--- src/rtl/data_memory_mmio.sv ---
`default_nettype none
// data_memory_mmio: word-addressed data RAM plus an MMIO window with a TX FIFO,
// a status register and a free-running cycle counter. Rev 1.0
module data_memory_mmio #(
  parameter int RAM_WORDS  = 64,
  parameter int FIFO_DEPTH = 4
) (
  input  logic        clk,
  input  logic        reset,
  input  logic        MemWrite,
  input  logic [31:0] ALUResult,
  input  logic [31:0] WriteData,
  output logic [31:0] ReadData,
  output logic [31:0] tx_data,
  output logic        tx_valid,
  input  logic        tx_ready
);
  localparam int RAM_AW  = $clog2(RAM_WORDS);
  localparam int FIFO_AW = $clog2(FIFO_DEPTH);
  localparam int CNT_W   = FIFO_AW + 1;
  localparam logic [CNT_W-1:0] C_FULL = CNT_W'(FIFO_DEPTH);

  logic [31:0]        r_ram  [RAM_WORDS];
  logic [31:0]        r_fifo [FIFO_DEPTH];
  logic [FIFO_AW-1:0] r_wptr;
  logic [FIFO_AW-1:0] r_rptr;
  logic [CNT_W-1:0]   r_count;
  logic               r_overflow;
  logic [31:0]        r_cycles;

  logic              w_mmio;
  logic [1:0]        w_sel;
  logic [RAM_AW-1:0] w_ram_idx;
  logic              w_push_req;
  logic              w_push_ok;
  logic              w_pop;
  logic              w_status_wr;
  logic              w_cycles_wr;
  logic              w_full;
  logic              w_empty;
  logic [31:0]       w_status;
  logic              w_unused;

  assign w_mmio      = ALUResult[31];
  assign w_sel       = ALUResult[3:2];
  assign w_ram_idx   = ALUResult[RAM_AW+1:2];
  assign w_unused    = &{1'b0, ALUResult[1:0], ALUResult[30:RAM_AW+2]};

  assign w_push_req  = MemWrite & w_mmio & (w_sel == 2'd0);
  assign w_status_wr = MemWrite & w_mmio & (w_sel == 2'd1);
  assign w_cycles_wr = MemWrite & w_mmio & (w_sel == 2'd2);

  assign w_full      = (r_count == C_FULL);
  assign w_empty     = (r_count == '0);
  assign tx_valid    = ~w_empty;
  assign tx_data     = w_empty ? 32'd0 : r_fifo[r_rptr];
  assign w_pop       = tx_valid & tx_ready;
  // A full FIFO still accepts a push when the head leaves in the same cycle.
  assign w_push_ok   = w_push_req & (~w_full | w_pop);

  assign w_status    = {24'd0, 5'(r_count), r_overflow, w_empty, w_full};

  always_comb begin
    ReadData = 32'd0;
    if (!w_mmio) begin
      ReadData = r_ram[w_ram_idx];
    end else begin
      case (w_sel)
        2'd1:    ReadData = w_status;
        2'd2:    ReadData = r_cycles;
        default: ReadData = 32'd0;
      endcase
    end
  end

  // Storage arrays carry no reset so RAM survives a mid-operation reset.
  always_ff @(posedge clk) begin
    if (MemWrite && !w_mmio) begin
      r_ram[w_ram_idx] <= WriteData;
    end
    if (w_push_ok) begin
      r_fifo[r_wptr] <= WriteData;
    end
  end

  always_ff @(posedge clk or posedge reset) begin
    if (reset) begin
      r_wptr     <= '0;
      r_rptr     <= '0;
      r_count    <= '0;
      r_overflow <= 1'b0;
      r_cycles   <= 32'd0;
    end else begin
      r_cycles <= w_cycles_wr ? WriteData : r_cycles + 32'd1;
      if (w_push_ok) begin
        r_wptr <= r_wptr + FIFO_AW'(1);
      end
      if (w_pop) begin
        r_rptr <= r_rptr + FIFO_AW'(1);
      end
      case ({w_push_ok, w_pop})
        2'b10:   r_count <= r_count + CNT_W'(1);
        2'b01:   r_count <= r_count - CNT_W'(1);
        default: r_count <= r_count;
      endcase
      // A dropped push wins over a concurrent clear.
      if (w_push_req && !w_push_ok) begin
        r_overflow <= 1'b1;
      end else if (w_status_wr) begin
        r_overflow <= 1'b0;
      end
    end
  end
endmodule
`default_nettype wire

--- config.mk ---
export PLATFORM = sky130hd
export DESIGN_NAME = data_memory_mmio
export DESIGN_NICKNAME = d
export VERILOG_FILES = /design/src/rtl/data_memory_mmio.sv
export SDC_FILE = /design/constraint.sdc
export NUM_CORES = 2
export LEC_CHECK = 0
export BUFFER_PORTS_ARGS = -buffer_cell sky130_fd_sc_hd__buf_4
export CAP_MARGIN = 20
export CORE_MARGIN = 4
export CORE_UTILIZATION = 50
export CTS_CLUSTER_DIAMETER = 200
export DETAILED_ROUTE_END_ITERATION = 16
export PLACE_DENSITY = 0.71
export SYNTH_ARGS = -nofsm -noshare
export SYNTH_HDL_FRONTEND = slang
export SYNTH_SLANG_ARGS = --single-unit
--- constraint.sdc ---
create_clock -name clk -period 8.65 [get_ports clk]
set_input_delay 2.595 -clock clk [delete_from_list [all_inputs] [get_ports clk]]
set_output_delay 2.595 -clock clk [all_outputs]
set_load 0.02 [all_outputs]
# ---- Word-level counts from Yosys, hierarchy flattened
# Memory sizes are Yosys's and may differ from the RTL's.
# Cells that the tools add are included.
dict set report op_classes {
  eq_ne 5
  n_reduce_logical 8
  n_addsub 5
  n_bitwise 9
  n_mux 11
}
# operator count
set ops {}
lappend ops {{$mux 32} 3}
lappend ops {{$pmux 32 s2} 1}
lappend ops {{$add 32x1->32 const B} 1}
lappend ops {{$and 1x1->1} 6}
lappend ops {{$mux 1} 6}
lappend ops {{$pmux 3 s2} 1}
lappend ops {{$add 2x1->2 const B} 2}
lappend ops {{$eq 2x1->1 const B} 2}
lappend ops {{$eq 2x2->1 const B} 2}
lappend ops {{$reduce_bool 2->1} 2}
lappend ops {{$add 3x1->3 const B} 1}
lappend ops {{$eq 3x3->1 const B} 1}
lappend ops {{$logic_not 3->1} 1}
lappend ops {{$sub 3x1->3 const B} 1}
lappend ops {{$logic_and 1x1->1} 2}
lappend ops {{$logic_not 1->1} 2}
lappend ops {{$logic_not 2->1} 1}
lappend ops {{$not 1->1} 2}
lappend ops {{$or 1x1->1} 1}
dict set report totals {
  in_bits 68
  memories 2
  ram_bits 2176
  regBits 40
  out_inout_bits 65
}
# name words word_bits read_ports rd_clocked_by_memory_dff write_ports line_no
set mem_list {}
lappend mem_list {r_ram 64 32 1 0 1 23} ;# logic [31:0] r_ram [RAM_WORDS];
lappend mem_list {r_fifo 4 32 1 0 1 24} ;# logic [31:0] r_fifo [FIFO_DEPTH];

# ---- Depth between registers and ports, before layout
dict set report logic_depth {
  word_depth 8
  mapped_depth 13
  depth_no_buf 8
}

# ---- Worst setup path before layout
# No wires, ideal clock.
dict set report synth_timing {
  path_kind {input port to output port}
  start {input port ALUResult[2]}
  end {output port ReadData[20]}
  arrival_time_ns 4.655
  path_slack_ns 1.400
  path_stages 11
  cell_sequence {buf_6 -> buf_6 -> buf_6 -> buf_8 -> buf_6 -> inv_1 -> ha_1 -> clkbuf_1 -> clkbuf_1 -> nand2_1 -> a32oi_1}
}
dict set report synth_between {
  elab_chain_len 3
  word_cells_on_any_way 5
}
# item line_no
set synth_lines {}
lappend synth_lines {{start, declared} 11} ;# input logic [31:0] ALUResult,
lappend synth_lines {{parallel branches: the longest is 2 deep, another holds $mem_v2 64x32} --}
lappend synth_lines {{$mux 32 (*)} 65} ;# if (!w_mmio) begin
lappend synth_lines {{end, declared} 13} ;# output logic [31:0] ReadData,
# Mark *: on every way between the ends.

# ---- Worst setup path in the final report
dict set report layout_timing {
  start {input port ALUResult[2]}
  end {output port ReadData[6]}
}
# The elaborated chain is that of the path after synthesis.

==> flow_summary.json <==
{
  "synth-seq-area-share_pct": 76.6,
  "period_minus_slack_ns": 8.47,
  "clock-sinks": 2216,
  "syn2layout_area_growth_pct": 13.4,
  "antenna_found_initial": 11,
  "ctsHoldBuffers": 0,
  "grt_usage_pct": 24.7,
  "yosysUniqueCellTypes": 61,
  "multi_input_area_mm2": 0.0194,
  "final_common_cell": "edfxtp_1",
  "hpwlAfterDp_mm": 129,
  "ys_ff_latch": 2216,
  "drt-initial-drc-count": 5871,
  "ioPinCount": 133,
  "drc_errors": 0,
  "grt_max_degree": 84,
  "htree_levels": 4,
  "grt_pass1_vias": 44700,
  "leakagePower_nw": 32.6,
  "die-area_mm2": 0.180,
  "clkTransAtPathRegs_ns": 0.06,
  "wl_per_cell_um": 30.6,
  "post_cts_buffers": 0,
  "worstPathArrival_ns": 5.88,
  "drive_gt1_share_pct": 18.4,
  "hold_class": "register to register",
  "pre_cts_ws_ns": 0.255,
  "grt_setup_unrepaired": "no",
  "fillers": 12500,
  "powerDensity_mw_per_mm2": 233,
  "ant_nets": 0,
  "coreArea_mm2": 0.172,
  "status": "completed",
  "finalWorstSetupSlack_ns": 0.178,
  "ys.flop_type": "edfxtp_1",
  "vias_per_cell": 6.23,
  "maxCapViolCount": 0,
  "drt_pass1_iterations": 6,
  "max-slew-margin-rel_pct": 19.8,
  "post_cts_resized": 0,
  "synthCells": 4587,
  "synth_area_mm2": 0.0866,
  "register_area_mm2": 0.0663,
  "synth_edf_count": 2176,
  "period_share_pct": 97.9,
  "die_w_um": 424,
  "vias": 45800,
  "irDropWorstVdd_mv": 0.204,
  "tightest_slew_ns": 1.20,
  "num_rows": 152,
  "async_reset_ff_share_pct": 1.81,
  "fin_nets": 4920,
  "setup_viol": 0,
  "layout_common_cells": "edfxtp_1 (2176), mux2i_1 (697), nand2_1 (283)",
  "wirelength_mm": 224,
  "setup_tns_ns": 0,
  "clockRootBuffer": "clkbuf_16",
  "end_kind": "primary output",
  "initial_core_util_pct": 50.4,
  "gp_congestion": 0.917,
  "ys_warn_count": 0,
  "cts_buffer_depth": 3,
  "drv_slew": 0,
  "clock_latency_ns": 0.83,
  "cts_tree": "built",
  "grt_overflow": 0,
  "hold_viol": 0,
  "syn_nets": 4664,
  "fin_skew_ns": 0.0225,
  "crit_type": "primary input to primary output",
  "fmax_mhz": 118,
  "critPathLaunchType": "primary input",
  "io_buffers": 107,
  "crit_required_ns": 6.06,
  "critPathMaxFanout": 34,
  "die_h_um": 424,
  "synth_area_per_cell_um2": 18.9,
  "grt_pass1_wl_mm": 321,
  "cts_buffers": 209
}
## power by group
group	internal [mW]	total (mW)	leakage (nW)	switching, mW
registers	11.9	12.0	20.0	0.0898
clock network	4.99	8.91	3.30	3.92
logic	0.752	2.00	9.28	1.25
## sequential cells by signal (all words and copies together), names as in the netlist
name	flops
r_overflow	1
r_rptr	2
r_wptr	2
r_count	3
r_cycles	32
r_ram	2048
r_fifo	128
## logic make-up (layout without fill, tap and decap cells)
kind of cell,after synthesis,after routing,synth area share [%]
AOI/OAI and AO/OA,511,511,4.08
xor gates and xnor gates,35,35,0.354
adders and majority gates,9,9,0.139
buffers and inverters,283,716,1.66
DFF,2216,2216,76.6
muxes,922,922,13.9
other,0,10,0
and+or+nand+nor,611,611,3.29
## area by class of cell
| cell class | instances | area share [%] |
|---|---|---|
| flip-flops and latches | 2216 | 67.5 |
| well taps | 2310 | 2.94 |
| repair buffers | 316 | 2.93 |
| multi-input cells | 2088 | 19.7 |
| clock inverters | 129 | 1.14 |
| clock buffers | 259 | 5.66 |
| diodes | 10 | 0.0255 |
| inverters | 12 | 0.0484 |
## critical path, stage by stage
cell,delay [ns]
buf_8,0.44
buf_4,0.32
mux4_2,0.52
mux2i_1,0.23
o22ai_1,0.18
a2111oi_0,0.77
buf_4,0.27
a32oi_1,0.10
buf_4,0.19
buf_4,0.16
## cells in the mapped netlist, drive strengths merged (3+ instances only)
| cell type | instances | area, um^2 |
|---|---|---|
| a22o | 5 | 43.8 |
| mux4 | 222 | 5000 |
| buf | 166 | 995 |
| dfrtp | 40 | 1000 |
| nor4 | 6 | 37.5 |
| clkbuf | 105 | 399 |
| o21ai | 47 | 235 |
| nor3 | 6 | 35.0 |
| ha | 8 | 100 |
| edfxtp | 2176 | 65300 |
| mux2 | 3 | 33.8 |
| nand4 | 14 | 87.6 |
| nand3 | 116 | 581 |
| o22ai | 24 | 150 |
| a22oi | 213 | 1600 |
| nor2 | 85 | 322 |
| inv | 12 | 45.0 |
| o31a | 3 | 26.3 |
| and4 | 29 | 254 |
| and2 | 42 | 263 |
| and3 | 11 | 68.8 |
| nor2b | 6 | 40.0 |
| xnor2 | 15 | 131 |
| nand2 | 283 | 1060 |
| a31oi | 8 | 50.1 |
| a311oi | 25 | 219 |
| mux2i | 697 | 6980 |
| a32oi | 29 | 254 |
| o211a | 3 | 30.0 |
| a21oi | 109 | 546 |
| a221oi | 32 | 280 |
| nand3b | 3 | 22.5 |
| xor2 | 20 | 175 |
## per-stage QoR
step | power (mW) | cells | instance area [um^2] | utilization [%] | hold slack, ns
2_1_floorplan | 13.3 | 4587 | 86600 | - | 0.467
3_3_place_gp | 14.2 | 6937 | 91400 | 53.2 | 0.466
3_5_place_dp | 14.2 | 6940 | 91500 | 53.2 | 0.474
4_1_cts | 23.0 | 7328 | 98100 | 57.1 | 0.487
5_1_grt | 23.6 | 7333 | 98200 | 57.1 | 0.502
6_report | 22.9 | 7340 | 98200 | 57.1 | 0.487
## worst paths after layout
| check | slack [ns] | endpoint | depth (start not counted) | start |
|---|---|---|---|---|
| max | 0.18 | ReadData[6] | 10 | ALUResult[2] |
| min | 0.49 | r_rptr[1]$_DFFE_PP0P_ | 1 | r_rptr[1]$_DFFE_PP0P_ |
| max reg2reg | 6.33 | r_fifo[3][13]$_DFFE_PP_ | 6 | r_count[1]$_DFFE_PP0P_ |
| min reg2reg | 0.49 | r_rptr[1]$_DFFE_PP0P_ | 1 | r_rptr[1]$_DFFE_PP0P_ |
| max in group asynchronous | 6.29 | r_cycles[21]$_DFF_PP0_ | 3 | reset |
| min in group asynchronous | 1.89 | r_wptr[0]$_DFFE_PP0P_ | 3 | reset |
## metal layers
| layer | wire length, um | up-vias | global-route usage [%] |
|---|---|---|---|
| met5 | 8 | - | 0 |
| li1 | - | 19100 | - |
| met1 | 87800 | 23700 | 34.6 |
| met4 | 11200 | 2 | 11.3 |
| met2 | 104000 | 2492 | 37.9 |
| met3 | 21300 | 419 | 4.89 |
No activity file was read; power rests on OpenSTA's default activity.
